`src/rtl/lattice_label_cpu.sv`:
```
// Streamed-instruction CPU with LEVELS ordered security labels on every register and
// one labelled output channel per level; implicit flow through SKIP_NEXT is tracked as taint.
module lattice_label_cpu #(
  parameter  int DATA_W = 8,
  parameter  int LEVELS = 4,
  parameter  int NUM_GP = 4,
  localparam int LBL_W  = (LEVELS < 2) ? 1 : $clog2(LEVELS),
  localparam int REG_W  = $clog2(1 + 2*LEVELS + NUM_GP)
) (
  input  logic                       clk,
  input  logic                       rst_n,
  input  logic                       instr_valid,
  output logic                       instr_ready,
  input  logic [3+3*REG_W-1:0]       instr,
  input  logic [LEVELS*DATA_W-1:0]   in_data,
  output logic [LEVELS*DATA_W-1:0]   out_data,
  output logic [LEVELS*LBL_W-1:0]    out_label,
  output logic [LEVELS-1:0]          out_valid,
  input  logic [LEVELS-1:0]          out_ready,
  output logic                       violation,
  output logic                       illegal,
  output logic [7:0]                 viol_count
);
  localparam int OUT_BASE = 1 + LEVELS;
  localparam int GP_BASE  = 1 + 2*LEVELS;
  localparam int NREGS    = GP_BASE + NUM_GP;

  logic [NUM_GP-1:0][DATA_W-1:0] gp_val;
  logic [NUM_GP-1:0][LBL_W-1:0]  gp_lbl;
  logic [LEVELS-1:0][DATA_W-1:0] ov;
  logic [LEVELS-1:0][LBL_W-1:0]  ol;
  logic [LBL_W-1:0]              taint;
  logic                          skip;

  logic [2:0]       op;
  logic [REG_W-1:0] s1, s2, d;
  assign {op, s1, s2, d} = instr;
  assign out_data  = ov;
  assign out_label = ol;

  function automatic logic [LBL_W-1:0] lmax(input logic [LBL_W-1:0] a, input logic [LBL_W-1:0] b);
    return (a > b) ? a : b;
  endfunction

  // Unified register-file read: ZERO and out-of-map indices fall through to 0/label 0.
  function automatic logic [DATA_W+LBL_W-1:0] rd(input logic [REG_W-1:0] idx);
    logic [DATA_W+LBL_W-1:0] r;
    r = '0;
    for (int k = 0; k < LEVELS; k++) begin
      if (int'(idx) == 1 + k)        r = {in_data[k*DATA_W +: DATA_W], LBL_W'(k)};
      if (int'(idx) == OUT_BASE + k) r = {ov[k], ol[k]};
    end
    for (int g = 0; g < NUM_GP; g++)
      if (int'(idx) == GP_BASE + g)  r = {gp_val[g], gp_lbl[g]};
    return r;
  endfunction

  logic [DATA_W-1:0] v1, v2, res_v;
  logic [LBL_W-1:0]  l1, l2, res_l, wr_l, cls;
  logic              bad, writes, accept, exec, viol_now;
  logic [NUM_GP-1:0] gp_we;
  logic [LEVELS-1:0] out_we;

  assign accept = instr_valid && instr_ready;
  assign exec   = accept && !skip;

  always_comb begin
    {v1, l1} = rd(s1);
    {v2, l2} = rd(s2);
    cls   = (int'(s2[LBL_W-1:0]) > LEVELS - 1) ? LBL_W'(LEVELS - 1) : s2[LBL_W-1:0];
    res_v = v1;
    res_l = l1;
    case (op)
      3'd1:    res_v = ~v1;
      3'd2:    begin res_v = v1 & v2; res_l = lmax(l1, l2); end
      3'd3:    begin res_v = v1 | v2; res_l = lmax(l1, l2); end
      3'd4:    res_l = lmax(l1, cls);
      3'd5:    begin res_v = DATA_W'(l1); res_l = '0; end
      default: ;
    endcase
    wr_l = lmax(res_l, taint);
    // Only fields the opcode actually uses as register indices are range-checked.
    bad = (op == 3'd7) || (int'(s1) >= NREGS) ||
          ((op == 3'd2 || op == 3'd3) && int'(s2) >= NREGS) ||
          (op != 3'd6 && int'(d) >= NREGS);
    writes = exec && !bad && op != 3'd6;
  end

  always_comb begin
    gp_we    = '0;
    out_we   = '0;
    viol_now = 1'b0;
    if (writes) begin
      for (int g = 0; g < NUM_GP; g++)
        if (int'(d) == GP_BASE + g) gp_we[g] = 1'b1;
      for (int k = 0; k < LEVELS; k++)
        if (int'(d) == OUT_BASE + k) begin
          if (wr_l > LBL_W'(k)) viol_now  = 1'b1;
          else                  out_we[k] = 1'b1;
        end
    end
  end

  // Back-pressure only when the target channel is still full; skipped instructions never stall.
  always_comb begin
    instr_ready = 1'b1;
    for (int k = 0; k < LEVELS; k++)
      if (int'(d) == OUT_BASE + k && !skip && out_valid[k] && !out_ready[k]) instr_ready = 1'b0;
  end

  always_ff @(posedge clk or negedge rst_n) begin
    if (!rst_n) begin
      gp_val     <= '0;
      gp_lbl     <= '0;
      ov         <= '0;
      ol         <= '0;
      out_valid  <= '0;
      taint      <= '0;
      skip       <= 1'b0;
      violation  <= 1'b0;
      illegal    <= 1'b0;
      viol_count <= '0;
    end else begin
      violation <= viol_now;
      illegal   <= exec && bad;
      if (viol_now && viol_count != 8'hFF) viol_count <= viol_count + 8'd1;
      if (accept) begin
        // Taint lives for exactly one accepted instruction unless chained by another SKIP_NEXT.
        if (exec && !bad && op == 3'd6) begin
          taint <= lmax(taint, l1);
          skip  <= |v1;
        end else begin
          taint <= '0;
          skip  <= 1'b0;
        end
      end
      for (int g = 0; g < NUM_GP; g++)
        if (gp_we[g]) begin
          gp_val[g] <= res_v;
          gp_lbl[g] <= wr_l;
        end
      for (int k = 0; k < LEVELS; k++)
        if (out_we[k]) begin
          ov[k]        <= res_v;
          ol[k]        <= wr_l;
          out_valid[k] <= 1'b1;
        end else if (out_ready[k]) begin
          out_valid[k] <= 1'b0;
        end
    end
  end
endmodule

```
`config.mk`:
```
export PLATFORM = sky130hd
export DESIGN_NAME = lattice_label_cpu
export DESIGN_NICKNAME = d
export VERILOG_FILES = /design/src/rtl/lattice_label_cpu.sv
export SDC_FILE = /design/constraint.sdc
export NUM_CORES = 1
export LEC_CHECK = 0
export CAP_MARGIN = 20
export CORE_ASPECT_RATIO = 0.75
export CORE_MARGIN = 2
export CORE_UTILIZATION = 45
export CTS_CLUSTER_DIAMETER = 100
export CTS_CLUSTER_SIZE = 16
export DETAILED_ROUTE_END_ITERATION = 8
export GPL_TIMING_DRIVEN = 0
export HOLD_SLACK_MARGIN = 0.08
export PLACE_DENSITY = 0.67
export REMOVE_ABC_BUFFERS = 1
export SLEW_MARGIN = 15
export SYNTH_ARGS = -nofsm -noshare
export SYNTH_HDL_FRONTEND = slang
export SYNTH_SLANG_ARGS = --single-unit
```
`constraint.sdc`:
```
create_clock -name clk -period 5.8 [get_ports clk]
set_clock_uncertainty 0.1 [all_clocks]
set_input_delay 1.16 -clock clk [delete_from_list [all_inputs] [get_ports clk]]
set_output_delay 1.16 -clock clk [all_outputs]
set_load 0.02 [all_outputs]
```
* Word-level counts from Yosys, hierarchy flattened *
Index checks and enable logic that the tools add are counted.

cells by class
  magnitude comparators = 11
  multiplexer cells = 67
  eq/ne operators = 42
  reductions and logical operators = 38
  add/subtract/negate cells = 1
  bitwise logic cells = 3

operators by type and width
  cell                                                                              count
  10-bit two-way mux                                                                24
  4-bit == test (second input constant)                                             23
  1-bit two-way mux                                                                 34
  8-bit case mux with 4 select lines                                                1
  4-bit by 3-bit == test with 1-bit output (second input constant)                  7
  1-bit logical AND                                                                 21
  3-bit == test (second input constant)                                             4
  4-bit >= comparator (second input constant)                                       3
  2-bit two-way mux                                                                 5
  8-bit by 1-bit adder with 8-bit output (second input constant)                    1
  8-bit bitwise AND                                                                 1
  4-bit by 2-bit == test with 1-bit output (second input constant)                  2
  2-bit greater-than comparator                                                     4
  4-bit two-way mux                                                                 2
  8-bit != test (second input constant)                                             1
  8-bit NOT                                                                         1
  8-bit OR                                                                          1
  2-bit nonzero test                                                                4
  8-bit OR reduction                                                                1
  3-bit by 2-bit == test with 1-bit output (second input constant)                  2
  1-bit zero test                                                                   6
  2-bit case mux with 3 select lines                                                1
  2-bit by 1-bit greater-than comparator with 1-bit output (second input constant)  2
  2-bit greater-than comparator (second input constant)                             2
  6 further kinds                                                                   9

word-level totals
  logic and storage cells = 187
  bits in registers = 97

* Longest topological paths before layout *
Gate-level depths: netlist of the first run.

  depth after elaboration = 29
  gate-level depth with buffers = 22

* Worst setup path after synthesis of the first run *
OpenSTA, ideal clock, no wires.

  path kind = input port to flip-flop
  start point = input port instr[9]
  end point = register viol_count[1]
  slack = 0.328 ns
  data arrival time = 5.245 ns
  data required time = 5.572 ns
  stages on the path = 21
  buffers on the path = 2
  cells stage by stage = buf_4 or3b_1 buf_2 nor2_2 o21ai_1 a221o_1 inv_1 ha_1 nor2b_1 o311a_1 a21o_1 a221oi_1 ha_1 nand2b_1 a21oi_1 a21o_1 a221oi_1 nand3_1 nor2_1 o21ai_2 mux2_1

between the ends
  longest elaborated chain between the ends = 28
  elaborated cells on any way between the ends = 50
  classes of those cells = order compare: 8; eq/ne: 11; mux: 24; reduce/logical: 7

RTL lines
  item                  line  RTL
  start, declared       14    input logic [3+3*REG_W-1:0] instr,
  4-bit == test         51    if (int'(idx) == OUT_BASE + k) r = {ov[k], ol[k]};
  10-bit two-way mux    51
  10-bit two-way mux    50    if (int'(idx) == 1 + k) r = {in_data[k*DATA_W +: DATA_W], LBL_W'(k)};
  10-bit two-way mux    51
  10-bit two-way mux    50
  10-bit two-way mux    51
  10-bit two-way mux    50
  10-bit two-way mux    51
  (+12 left out)        n/a
  1-bit two-way mux     98    if (wr_l > LBL_W'(k)) viol_now = 1'b1;
  1-bit two-way mux     97    if (int'(d) == OUT_BASE + k) begin
  1-bit two-way mux     98
  1-bit two-way mux     97
  1-bit two-way mux     98
  1-bit two-way mux     97
  1-bit two-way mux *   93    if (writes) begin
  1-bit logical AND *   126   if (viol_now && viol_count != 8'hFF) viol_count <= viol_count + 8'd1;
  end signal, assigned  126
  end, declared         22    output logic [7:0] viol_count

Every way passes the cells marked *; elsewhere a longest branch is shown, timed or not.
A chain may end at the register's enable or synchronous reset.

* Final worst setup path of the first run *
  start point = input port instr[7]
  end point = register viol_count[1]

Same word-level chain as after synthesis.

==> metrics, run 1 <==
status=finished clean; leakage power=0.00367 µW; FMAX=179 MHz; Tot GR Track Use=30.0%; Netlist Area Pre-Place=0.00697 mm²; share of layout cells above drive strength 1=18.7%; Root Driver=clkbuf_16; Register Area=0.00243 mm²; Internal=1520 µW; WL met3=2600 µm; row count=39; # fillers=1307; share of the clock period used by the worst path=96.2%; Flop pwr share=39.3%; R2R Path Start=out_label[4]; vias in the first global route=6598; critical path fanouts, max=17; shortest period the worst path allows=5.58 ns; count leader, synth=dfrtp_1; Max Cap Violations=0; Starting Density=45.9%; largest net degree at the start of global routing=53; grt total ovfl=0; Final ANT Viol Nets=0; TNS Setup=0 ns; Slew @ Worst Pin=1.24 ns; Synth Instances=757; post-synthesis average cell area=9.21 µm²; critical setup path kind=input pin to flip-flop; Reg2Reg Depth=17; EDFF count, synth=0; min-delay src=viol_count[7]; power per cell area=270 mW/mm²; Hold Buf Count CTS=0; Placer Congestion=0.993; n_diodes=0; clock sinks=97; Worst-Skew Late Latency=0.36 ns; Slew Limit Fails=0; DRC errors left=0; Crit path required time=5.94 ns; Hold Path Stages=1; combinational power share=33.7%; FF-to-FF End=out_data[0]; Top Metal Used=met4; Worst setup SP type=input pin; I/O pin count=109; r2r setup slk=1.16 ns; via density per instance=6.51; Area growth, synth to finish=26.3%; Worst-path clk slew=0.07 ns; Post-DP Area=0.00819 mm²; met2 routed WL=10300 µm; Netlist cell types=74; H-Tree Depth=3; Worst Hold Class=flip-flop to flip-flop; Seq cells post-synth=97; DRT iter0 DRCs=679; final instance area=0.00880 mm²; Worst slew margin=17.1%; async set-reset flop share out of synthesis=100%; Multi-input gate area=0.00435 mm²; Yosys warning total=0; routed length on met1=11000 µm; Clock Path Buffers=2; die area=0.0165 mm²; die height=112 µm; Nets=910; Setup crit end kind=flip-flop; vias post-DR=6868; post-synth top area share=34.8%; switching part of the total power=35.9%; crit path DAT=5.73 ns; post-DP HPWL=16700 µm; drt wl/cell=23.4 µm; Final setup viols=0; Final Hold Fails=0; Post-synth top cells=dfrtp_1, o21ai_0, mux2_2; number of buffers created by CTS=9; leading area contributor after synthesis=dfrtp_1; Die X=148 µm; hold endpoint=viol_count[7]; Placeable Area=0.0152 mm²; ys flop type=dfrtp_1; Seq/Total Area, Yosys=34.8%; CTS tree=yes; Synth area leaders=dfrtp_1, mux2_2, o21ai_0; DRT Pass-1 Iters=5; initial antenna violation count=0; first-pass GRT wire length=38300 µm; Clock Power Share=27.0%; # port buffers=108; Net Switching=852 µW; final WL=24700 µm; Peak VDD IR=0.163 mV
layout by cell type, fill, tap and decap left out, types with 12 or more instances in the layout:
cell             count
a21oi_1             39
a221oi_1            18
a22oi_1             12
buf_4               15
clkdlybuf4s50_1     99
dfrtp_1             97
inv_1               25
mux2_2              61
mux2i_1             19
nand2_1             33
nor2_1              56
o21ai_0             68
o22ai_1             26
how the worst max path moves through the flow:
stage	startpoint	endpoint	slack [ns]	cells past startpoint
after floorplan	instr[8]	viol_count[1]	0.33	19
after global placement	instr[8]	viol_count[1]	-2.15	20
after detailed placement	instr[11]	viol_count[1]	-1.51	20
after CTS	instr[9]	out_data[1]	-0.12	17
after global routing	instr[7]	viol_count[5]	-0.006	21
final	instr[7]	viol_count[1]	0.22	21
worst max-delay path: stages:
cell      delay [ns]
buf_2           0.41
clkinv_2        0.34
mux2_2          0.35
o22a_1          0.21
a211oi_2        0.26
inv_1           0.07
ha_1            0.33
nor3_2          0.05
nor3_1          0.13
o311a_1         0.28
a21o_1          0.14
a221oi_2        0.04
ha_1            0.19
o21bai_1        0.33
a21oi_4         0.17
a21o_1          0.22
a221oi_2        0.24
nand3_2         0.20
nor2_4          0.17
o21ai_2         0.09
mux2_1          0.33
registers in the layout, indices dropped and copies added (netlist names):
signal / flops
skip: 1
violation: 1
illegal: 1
out_valid: 4
out_label: 8
out_data: 32
gp_val: 32
taint: 2
viol_count: 8
gp_lbl: 8
per-layer routing:
metal	global-route usage (%)	vias to the layer above
met5	0	-
met3	9.02	61
met2	41.8	389
li1	-	3031
met1	43.5	3387
met4	11.5	0
layout make-up:
cell class	instances	area share, %
clock inverter	7	0.938
sequential	97	27.6
timing repair buffer	132	15.4
tap	205	2.91
multi-input combinational	577	49.4
inverter	28	1.21
clock buffer	9	2.56
through the flow:
stage	hold WS, ns	util [%]	setup WS [ns]	power, µW	instances
global placement	0.397	53.1	-2.15	1660	1015
CTS	0.417	56.9	-0.120	2350	1045
global route	0.447	58.0	-0.00581	2490	1055
detailed placement	0.407	54.0	-1.51	1700	1022
floorplan	0.392	-	0.331	1340	702
finish	0.415	58.0	0.219	2380	1055
kinds of logic after synthesis:
logic type                 share of synthesized area [%]
and+or+nand+nor                                     13.8
buffers and inverters                               5.17
DFF                                                 34.8
xor gates and xnor gates                           0.754
adders and majority gates                           1.97
AOI/OAI and AO/OA                                   26.8
muxes                                               16.7
power by group through the flow:
stage                     clock, µW  combinational (µW)  sequential (µW)
after floorplan                   0                 363              974
after global placement            0                 729              934
after detailed placement          0                 754              941
after CTS                       652                 767              929
after global routing            674                 861              952
final                           642                 802              933
what timing repair did:
action                     CTS  global route
gates resized for setup     36            24
cloned                       0             0
setup endpoints to repair   46            36
pin swaps                    3             4
setup buffers                7             9
Power figures use the tool's default switching activity.
==> inputs of run 2 (changes only) <==
--- a/config.mk
+++ b/config.mk
@@ -5,6 +5,7 @@
 export SDC_FILE = /design/constraint.sdc
 export NUM_CORES = 1
 export LEC_CHECK = 0
+export ABC_AREA = 1
 export CAP_MARGIN = 20
 export CORE_ASPECT_RATIO = 0.75
 export CORE_MARGIN = 2
@@ -14,7 +15,7 @@
 export DETAILED_ROUTE_END_ITERATION = 8
 export GPL_TIMING_DRIVEN = 0
 export HOLD_SLACK_MARGIN = 0.08
-export PLACE_DENSITY = 0.67
+export PLACE_DENSITY = 0.68
 export REMOVE_ABC_BUFFERS = 1
 export SLEW_MARGIN = 15
 export SYNTH_ARGS = -nofsm -noshare
==> constraint.sdc (replaced) <==
create_clock -name clk -period 5.31 [get_ports clk]
set_clock_uncertainty 0.1 [all_clocks]
set_input_delay 0.7965 -clock clk [delete_from_list [all_inputs] [get_ports clk]]
set_output_delay 0.7965 -clock clk [all_outputs]
set_load 0.02 [all_outputs]
==> run 2 against run 1 <==
Synthesized area fell by 11%; critical path depth rose by 8; register-to-register slack improved by 0.35 ns; sequential share of layout area rose by 3.3 points; cell count rose by 15%; synthesized cell count rose by 21%; die area fell by 10%; cell area fell by 11%; largest cell class unchanged.
==> metrics, run 2 <==
# port buffers=108; async set-reset flop share out of synthesis=100%; Max Cap Violations=0; final instance area=0.00787 mm²; Crit path required time=5.49 ns; Worst setup SP type=input pin; row count=37; post-synthesis average cell area=6.79 µm²; Synth Instances=918; Slew @ Worst Pin=1.11 ns; Post-synth top cells=nand2_1, inv_1, dfrtp_1; Seq cells post-synth=97; critical path fanouts, max=11; Starting Density=45.8%; final cell count without fillers=1211; largest net degree at the start of global routing=61; Pwr Total=2430 µW; crit path DAT=5.07 ns; TNS Setup=0 ns; final WL=19900 µm; CTS tree=yes; Critical Path Max Stage Delay=0.57 ns; Synth area leaders=dfrtp_1, nand2_1, inv_1; Netlist cell types=41; Post-DP Area=0.00754 mm²; DRT iter0 DRCs=682; placed cell count=1194; leakage power=0.00377 µW; Most common cell on crit path=nand2_1; Peak VDD IR=0.206 mV; initial antenna violation count=0; die height=106 µm; power per cell area=309 mW/mm²; Clock Path Buffers=2; vias post-DR=6597; commonest non-fill, non-tap cell in the layout=nand2_1; drt wl/cell=16.5 µm; Worst Hold Class=input pin to async pin; count leader, synth=nand2_1; Placer Congestion=0.894; Slew Limit Fails=0; DRT Pass-1 Iters=5; r2r setup slk=1.51 ns; clock sinks=97; Reg2Reg Depth=20; Die X=140 µm; RSZ-0062 raised after global routing=no; share of the clock period used by the worst path=92.2%; Slowest-stage cell, CP=clkdlybuf4s50_1; Area growth, synth to finish=26.3%; leading area contributor after synthesis=dfrtp_1; via density per instance=5.45; Hold Buf Count CTS=0; first-pass GRT wire length=32000 µm; number of buffers created by CTS=9; R2R Path Start=out_label[1]; status=finished clean; H-Tree Depth=3; worst hold slack=0.238 ns; critical setup path kind=input pin to flip-flop; FF-to-FF End=out_data[9]; share of layout cells above drive strength 1=5.21%; Final Hold Fails=0; DRC errors left=0; EDFF count, synth=0; vias in the first global route=6130; Yosys warning total=0; grt total ovfl=0; Nets=1096; Worst-Skew Late Latency=0.36 ns; I/O pin count=109; ys flop type=dfrtp_1; die area=0.0148 mm²; Root Driver=clkbuf_16; Final setup viols=0; n_diodes=0; Final ANT Viol Nets=0; Seq/Total Area, Yosys=38.9%; shortest period the worst path allows=4.89 ns; post-DP HPWL=15300 µm; Tot GR Track Use=27.6%; most frequent cells in the layout=nand2_1, inv_1, clkdlybuf4s50_1, dfrtp_1, nor2_1; FMAX=204 MHz; Setup crit end kind=flip-flop; Placeable Area=0.0136 mm²; post-synth top area share=38.9%; Worst slew margin=25.2%; Worst-path clk slew=0.07 ns; Netlist Area Pre-Place=0.00623 mm²
run 2: timing repair:
item / CTS / global route
gates resized for setup: 0 / 5
setup buffers: 0 / 1
setup endpoints to repair: 0 / 21
run 2: worst max-delay path: cells and delay by family:
kind,cells,cell delay (ns)
adder cells (fa/ha/maj),2,0.45
AO/OA/AOI/OAI,3,0.40
buffers and inverters,4,1.06
AND/OR/NAND/NOR,20,2.33
run 2: through the flow:
step	worst slack (ns)	util, %
2_1_floorplan	1.20	-
3_3_place_gp	-0.963	55.0
3_5_place_dp	-0.345	55.4
4_1_cts	0.0171	57.6
5_1_grt	0.0278	57.8
6_report	0.417	57.8
run 2: cell families (layout without fill, tap and decap cells):
logic type | Yosys count | in the layout | share of synthesized area [%]
AOI/OAI and AO/OA | 154 | 154 | 14.8
xor gates and xnor gates | 6 | 6 | 0.843
adders and majority gates | 11 | 11 | 2.21
buffers and inverters | 137 | 255 | 8.49
DFF | 97 | 97 | 38.9
and+or+nand+nor | 513 | 513 | 34.8
run 2: layout make-up:
type                       count  area [µm²]
tap                          175         219
timing repair buffer         112        1140
fill                        1309        5740
inverter                     127         483
multi-input combinational    684        3300
sequential                    97        2430
clock buffer                  12         256
clock inverter                 4        51.3
run 2: routing by layer:
metal  part of all wire, %  track usage, %
met5                     0               0
met4                   1.3            7.21
met3                   9.8            5.68
met2                    43            41.1
met1                    46            41.2
run 2: worst max path at each step:
stage / to / depth (start not counted) / slack (ns) / startpoint
after floorplan: out_data[1] / 24 / 1.20 / instr[8]
after global placement: gp_val[25] / 16 / -0.96 / instr[0]
after detailed placement: out_data[1] / 25 / -0.34 / instr[8]
after CTS: out_data[1] / 25 / 0.02 / instr[8]
after global routing: out_data[9] / 19 / 0.03 / instr[4]
final: out_data[19] / 29 / 0.42 / instr[10]
run 2: report_power, final:
part	total, µW	switching (µW)	internal, µW	leakage, µW
clock network	692	300	392	0.000149
logic	738	434	303	0.00238
registers	1000	122	883	0.00125
